`config.mk`:
```
export PLATFORM = sky130hd
export DESIGN_NAME = int_reservation_station
export DESIGN_NICKNAME = d
export VERILOG_FILES = /design/src/rtl/int_reservation_station.sv
export SDC_FILE = /design/constraint.sdc
export NUM_CORES = 1
export LEC_CHECK = 0
export BUFFER_PORTS_ARGS = -buffer_cell sky130_fd_sc_hd__buf_2
export CELL_PAD_IN_SITES_DETAIL_PLACEMENT = 1
export CELL_PAD_IN_SITES_GLOBAL_PLACEMENT = 1
export CORE_UTILIZATION = 50
export DETAILED_ROUTE_END_ITERATION = 16
export PLACE_DENSITY_LB_ADDON = 0.3
export SLEW_MARGIN = 25
export SYNTH_ARGS = -nofsm -noshare
export SYNTH_HDL_FRONTEND = slang
export SYNTH_SLANG_ARGS = --single-unit
```
`constraint.sdc`:
```
create_clock -name clk -period 26.1 [get_ports clk]
set_input_delay 5.22 -clock clk [delete_from_list [all_inputs] [get_ports clk]]
set_output_delay 5.22 -clock clk [all_outputs]
set_load 0.005 [all_outputs]
```
`src/rtl/int_reservation_station.sv`:
```
// Integer reservation station: holds dispatched micro-ops and wakes their operands from the CDB.
// It issues the lowest-index fully-ready entry to the ALU over a valid/ready handshake.
module int_reservation_station #(
    parameter int unsigned ENTRIES = 4,
    parameter int unsigned OP_W    = 6
) (
    input  logic                           clk,
    input  logic                           reset,
    input  logic                           flush,
    input  logic [37:0]                    cdb_int,
    input  logic                           dispatch_valid,
    output logic                           dispatch_ready,
    input  logic [OP_W-1:0]                dispatch_op,
    input  logic [5:0]                     dispatch_dest,
    input  logic [32:0]                    src_data1,
    input  logic [32:0]                    src_data2,
    output logic                           issue_valid,
    input  logic                           issue_ready,
    output logic [OP_W-1:0]                issue_op,
    output logic [5:0]                     issue_dest,
    output logic [31:0]                    issue_src1,
    output logic [31:0]                    issue_src2,
    output logic [$clog2(ENTRIES+1)-1:0]   entry_count
);
    localparam int unsigned IDX_W = $clog2(ENTRIES);
    localparam int unsigned CNT_W = $clog2(ENTRIES + 1);

    logic [ENTRIES-1:0] valid;
    logic [OP_W-1:0]    op_q   [ENTRIES];
    logic [5:0]         dest_q [ENTRIES];
    logic [32:0]        s1_q   [ENTRIES];
    logic [32:0]        s2_q   [ENTRIES];
    logic               lock;
    logic [IDX_W-1:0]   lock_idx;

    logic [ENTRIES-1:0] elig;
    logic [IDX_W-1:0]   sel_idx;
    logic [IDX_W-1:0]   free_idx;
    logic               issue_fire;
    logic               dispatch_fire;

    // A pending operand captures CDB data when its tag matches a live broadcast.
    function automatic logic [32:0] wake_operand(input logic [32:0] s, input logic [37:0] cdb);
        if (!s[32] && (cdb[37:32] != 6'd0) && (s[5:0] == cdb[37:32]))
            return {1'b1, cdb[31:0]};
        return s;
    endfunction

    always_comb begin
        elig = '0;
        for (int i = 0; i < int'(ENTRIES); i++)
            elig[i] = valid[i] & s1_q[i][32] & s2_q[i][32];
    end

    // Lowest-index eligible / free search; a stalled selection stays locked.
    always_comb begin
        sel_idx  = '0;
        free_idx = '0;
        for (int i = int'(ENTRIES) - 1; i >= 0; i--) begin
            if (elig[i])
                sel_idx = IDX_W'(i);
            if (!valid[i])
                free_idx = IDX_W'(i);
        end
        if (lock)
            sel_idx = lock_idx;
    end

    assign dispatch_ready = |(~valid);
    assign issue_valid    = ~flush & (lock | (|elig));
    assign issue_fire     = issue_valid & issue_ready;
    assign dispatch_fire  = dispatch_valid & dispatch_ready & ~flush;

    assign issue_op   = issue_valid ? op_q[sel_idx]         : '0;
    assign issue_dest = issue_valid ? dest_q[sel_idx]       : '0;
    assign issue_src1 = issue_valid ? s1_q[sel_idx][31:0]   : '0;
    assign issue_src2 = issue_valid ? s2_q[sel_idx][31:0]   : '0;

    always_ff @(posedge clk or posedge reset) begin
        if (reset) begin
            valid       <= '0;
            lock        <= 1'b0;
            lock_idx    <= '0;
            entry_count <= '0;
            for (int i = 0; i < int'(ENTRIES); i++) begin
                op_q[i]   <= '0;
                dest_q[i] <= '0;
                s1_q[i]   <= '0;
                s2_q[i]   <= '0;
            end
        end else if (flush) begin
            valid       <= '0;
            lock        <= 1'b0;
            entry_count <= '0;
        end else begin
            for (int i = 0; i < int'(ENTRIES); i++) begin
                s1_q[i] <= wake_operand(s1_q[i], cdb_int);
                s2_q[i] <= wake_operand(s2_q[i], cdb_int);
            end
            if (issue_fire) begin
                valid[sel_idx] <= 1'b0;
                lock           <= 1'b0;
            end else if (issue_valid) begin
                lock     <= 1'b1;
                lock_idx <= sel_idx;
            end
            // The free slot is never the selected one, so this cannot collide with issue.
            if (dispatch_fire) begin
                valid[free_idx]  <= 1'b1;
                op_q[free_idx]   <= dispatch_op;
                dest_q[free_idx] <= dispatch_dest;
                s1_q[free_idx]   <= wake_operand(src_data1, cdb_int);
                s2_q[free_idx]   <= wake_operand(src_data2, cdb_int);
            end
            entry_count <= entry_count + CNT_W'(dispatch_fire) - CNT_W'(issue_fire);
        end
    end
endmodule

```
==> impl_results.html <==
<table>
<tr><th>Metric</th><th>Value</th></tr>
<tr><th colspan="2">Layout</th></tr>
<tr><td>Final standard cell count with taps included and fillers excluded</td><td>2242</td></tr>
<tr><td>Final #Nets</td><td>1880</td></tr>
<tr><td># fillers</td><td>3620</td></tr>
<tr><td>Area added between synthesis and finish</td><td>16.1%</td></tr>
<tr><td>Area occupied by multi-input gates</td><td>8370 um^2</td></tr>
<tr><td>FF+latch area</td><td>8060 um^2</td></tr>
<tr><td>Fraction of final layout cells with drive strength greater than 1</td><td>22.5%</td></tr>
<tr><th colspan="2">Global route</th></tr>
<tr><td>Global-route wire length before repair</td><td>97700 um</td></tr>
<tr><td>Pin count of the biggest net entering global routing</td><td>112</td></tr>
<tr><td>Overall track demand over capacity in global routing</td><td>35.8%</td></tr>
<tr><td>Via count of the first global-routing pass</td><td>16336</td></tr>
<tr><td>Number of antenna violations at the first check in global routing</td><td>11</td></tr>
<tr><td>Residual overflow from global routing</td><td>0</td></tr>
<tr><th colspan="2">Clock tree</th></tr>
<tr><td>CTS tree</td><td>built</td></tr>
<tr><td>Setup bufs post-CTS</td><td>0</td></tr>
<tr><td>Hold buffers post-CTS</td><td>0</td></tr>
<tr><td>Clock insertion delay at the later pin of the skew report</td><td>0.53 ns</td></tr>
<tr><td>Maximum clock insertion buffer count</td><td>3</td></tr>
<tr><td>Clock transition at the registers of the reported paths</td><td>0.06 ns</td></tr>
<tr><td>Buffer type at the clock tree root</td><td>clkbuf_16</td></tr>
<tr><td>Num CTS Buffers</td><td>38</td></tr>
<tr><td>H-tree level count</td><td>2</td></tr>
<tr><td>Clock net sink count</td><td>322</td></tr>
<tr><td>Resized cells post-CTS</td><td>0</td></tr>
<tr><th colspan="2">Min path</th></tr>
<tr><td>Worst hold path type</td><td>flip-flop to flip-flop</td></tr>
<tr><td>Startpoint of the lowest-slack hold path</td><td>dest_q[5]</td></tr>
<tr><th colspan="2">Synthesis</th></tr>
<tr><td>Register bit total from synthesis</td><td>322</td></tr>
<tr><td>Number of flops mapped to enable cells by yosys</td><td>0</td></tr>
<tr><td>Async set or reset register ratio after synthesis</td><td>100%</td></tr>
<tr><td>Mean instance size in the synthesized netlist</td><td>10.5 um^2</td></tr>
<tr><td>Warnings, synthesis</td><td>0</td></tr>
<tr><td>Main flop type after synthesis</td><td>dfrtp_1</td></tr>
<tr><td>Sequential fraction of the synthesis area</td><td>47.2%</td></tr>
<tr><td>Count of different cell masters after synthesis</td><td>57</td></tr>
<tr><td>Syn Nets</td><td>1753</td></tr>
<tr><td>Cell area after synthesis</td><td>17100 um^2</td></tr>
<tr><td>Cells after Synth</td><td>1630</td></tr>
<tr><th colspan="2">Drt</th></tr>
<tr><td>Number of nets still failing antenna checks after routing</td><td>0</td></tr>
<tr><td>Iter 0 DRT Violations</td><td>1391</td></tr>
<tr><td>Number of iterations in the first detailed-routing pass</td><td>5</td></tr>
<tr><td>Number of vias in the routed layout</td><td>15387</td></tr>
<tr><td>Via count normalized by instance count</td><td>6.86</td></tr>
<tr><td>Post-DR wirelength/cell</td><td>28.2 um</td></tr>
<tr><td>Remaining routing DRC violations</td><td>0</td></tr>
<tr><td>Overall routed net length</td><td>63200 um</td></tr>
<tr><th colspan="2">Power</th></tr>
<tr><td>Standby leakage power</td><td>0.00931 uW</td></tr>
<tr><td>Overall power</td><td>1870 uW</td></tr>
<tr><td>PD cells</td><td>94.2 nW/um^2</td></tr>
<tr><td>Worst supply voltage drop on vdd</td><td>0.0531 mV</td></tr>
<tr><th colspan="2">Critical path</th></tr>
<tr><td>Setup slack, reg-to-reg</td><td>22.79 ns</td></tr>
<tr><td>Setup crit start kind</td><td>primary input</td></tr>
<tr><td>Most frequent cell on the critical path</td><td>buf_2</td></tr>
<tr><td>FF-to-FF Start</td><td>valid[0]</td></tr>
<tr><td>Category of the critical setup timing path</td><td>primary input to output port</td></tr>
<tr><td>Highest fanout seen on the critical path</td><td>76</td></tr>
<tr><td>Capturing instance or port of the critical path</td><td>issue_src1[14]</td></tr>
<tr><td>Worst R2R End</td><td>s2_q[129]</td></tr>
<tr><td>Worst reg-to-reg path cell count</td><td>6</td></tr>
<tr><td>Endpoint type of the worst setup path</td><td>output port</td></tr>
<tr><td>Crit-path max cell delay</td><td>0.77 ns</td></tr>
<tr><td>Launching instance or port of the critical path</td><td>flush</td></tr>
<tr><td>CP Cell Sequence</td><td>buf_2, inv_1, nand3_4, o22ai_1, buf_2</td></tr>
<tr><td>Critical-path top delay cell</td><td>nand3_4</td></tr>
<tr><td>Worst endpoint data arrival time</td><td>7.20 ns</td></tr>
<tr><td>Critical path required time</td><td>20.88 ns</td></tr>
<tr><th colspan="2">STA</th></tr>
<tr><td>Ratio of final minimum period to clock period</td><td>47.6%</td></tr>
<tr><td>Peak Freq</td><td>0.0805 GHz</td></tr>
<tr><td>Worst slew slack as a fraction of its limit</td><td>26.3%</td></tr>
<tr><td>Setup repair after global routing missed its margin</td><td>no</td></tr>
<tr><td>Maximum clock skew at final layout</td><td>0.0115 ns</td></tr>
<tr><td>Final number of setup-violating endpoints</td><td>0</td></tr>
<tr><td>Final Hold Violating Endpoints</td><td>0</td></tr>
<tr><td>Total Neg Setup Slack</td><td>0 ns</td></tr>
<tr><td>Worst hold slack after final layout</td><td>0.476 ns</td></tr>
<tr><td>Max-slew violation count</td><td>0</td></tr>
<tr><td>Worst Tran Pin Value</td><td>1.10 ns</td></tr>
<tr><td>Final worst setup slack</td><td>13.68 ns</td></tr>
<tr><td>Time the worst path needs with I/O delays and setup</td><td>12.42 ns</td></tr>
<tr><th colspan="2">Die</th></tr>
<tr><td>Effective utilization at floorplan</td><td>50.8%</td></tr>
<tr><td>Core outline area</td><td>33600 um^2</td></tr>
<tr><td>Cell row count</td><td>67</td></tr>
<tr><td>Number of top-level design ports</td><td>202</td></tr>
<tr><td>Die boundary width</td><td>187 um</td></tr>
<tr><td>Height of the die</td><td>187 um</td></tr>
<tr><td>Die footprint</td><td>34900 um^2</td></tr>
<tr><th colspan="2">Placement</th></tr>
<tr><td>Half-perimeter wire length of the detailed placement result</td><td>39200 um</td></tr>
<tr><td>Worst setup slack before clock tree synthesis</td><td>13.73 ns</td></tr>
<tr><td>I/O Buffers</td><td>201</td></tr>
<tr><td>Routability Congestion</td><td>0.895</td></tr>
<tr><td>Number of cells in the design after placement</td><td>2165</td></tr>
<tr><th colspan="2">Status</th></tr>
<tr><td>Outcome</td><td>finished, final reports clean</td></tr>
<tr><th colspan="2">Run</th></tr>
<tr><td>MaxCap Viol Count</td><td>0</td></tr>
</table>
## metrics by stage
step,utilization [%],area (um^2)
floorplan,-,17100
global placement,54.7,18400
detailed placement,55.0,18500
CTS,59.0,19800
global route,59.0,19800
finish,59.0,19800
## routing by layer
metal  track usage [%]  vias to the layer above  routed length (um)
met5                 0                        -                  62
li1                  -                     6435                   -
met2              58.9                      737               30500
met4              16.0                       10                2400
met1              46.9                     8032               26100
met3              5.68                      173                4230
## state kept, by name, indices dropped and copies added (netlist names)
register	count
s1_q	132
s2_q	132
valid	4
lock_idx	2
lock	1
dest_q	24
op_q	24
entry_count	3
## kinds of logic (layout without fill, tap and decap cells)
group	after synthesis	count (layout)	synth area share, %
simple gates	379	379	10.8
other cells	0	8	0
fa+ha+maj	2	2	0.190
mux	154	154	9.04
xor+xnor	63	63	3.23
compound gates	521	521	24.8
buf+inv	189	345	4.83
flops	322	322	47.2
## cell type report
class,count,share of cell area [%]
Timing Repair Buffer,235,6.75
Clock buffer,49,5.41
Clock inverter,20,1.31
Antenna cell,8,0.101
Multi-Input combinational cell,1119,42.2
Inverter,41,0.813
Sequential cell,322,40.6
Tap cell,448,2.82
## how the worst min path moves through the flow
stage	cells after the start	slack, ns	end
after floorplan	2	0.44	dest_q[12]
after global placement	2	0.46	op_q[1]
after detailed placement	2	0.46	op_q[13]
after CTS	2	0.48	op_q[18]
after global routing	2	0.50	dest_q[8]
final	2	0.48	dest_q[5]
## synthesized netlist by cell type (all sizes together), types with 12 or more instances
cell type	instances	area, um^2
a22oi	35	263
a2bb2oi	21	184
a32oi	23	201
and3	35	219
o21ai	62	310
o221a	75	845
xor2	43	377
or3	65	407
nand3	25	125
nand2	174	653
nor2	44	168
o22a	34	298
o22ai	77	482
xnor2	20	175
a21oi	12	71.3
clkbuf	76	285
buf	72	387
o21a	86	646
inv	41	154
a221o	32	320
mux2i	152	1520
o32a	34	340
dfrtp	322	8060
## power breakdown
group | internal, uW | switching, uW
clock network | 350 | 220
registers | 661 | 119
logic | 270 | 249
total | 1280 | 588
## critical path, delay by kind of cell
kind / cells / cell delay, ns
AOI/OAI and AO/OA: 1 / 0.48
buffers and inverters: 3 / 0.64
and+or+nand+nor: 1 / 0.77
## cell usage in the layout (no fill, tap or decap), types with 28 or more instances in the layout
cell / n
or3_1: 64
dfrtp_1: 322
o32a_1: 34
xor2_1: 43
buf_4: 28
inv_1: 40
nand2_1: 173
a22oi_1: 33
clkbuf_16: 39
a221o_1: 32
o22a_1: 34
o221a_2: 62
mux2i_1: 152
o22ai_1: 76
buf_2: 201
o21ai_0: 38
nor2_1: 43
o21a_1: 86
and3_1: 34
Note: power is estimated with default switching activity, not from simulation.
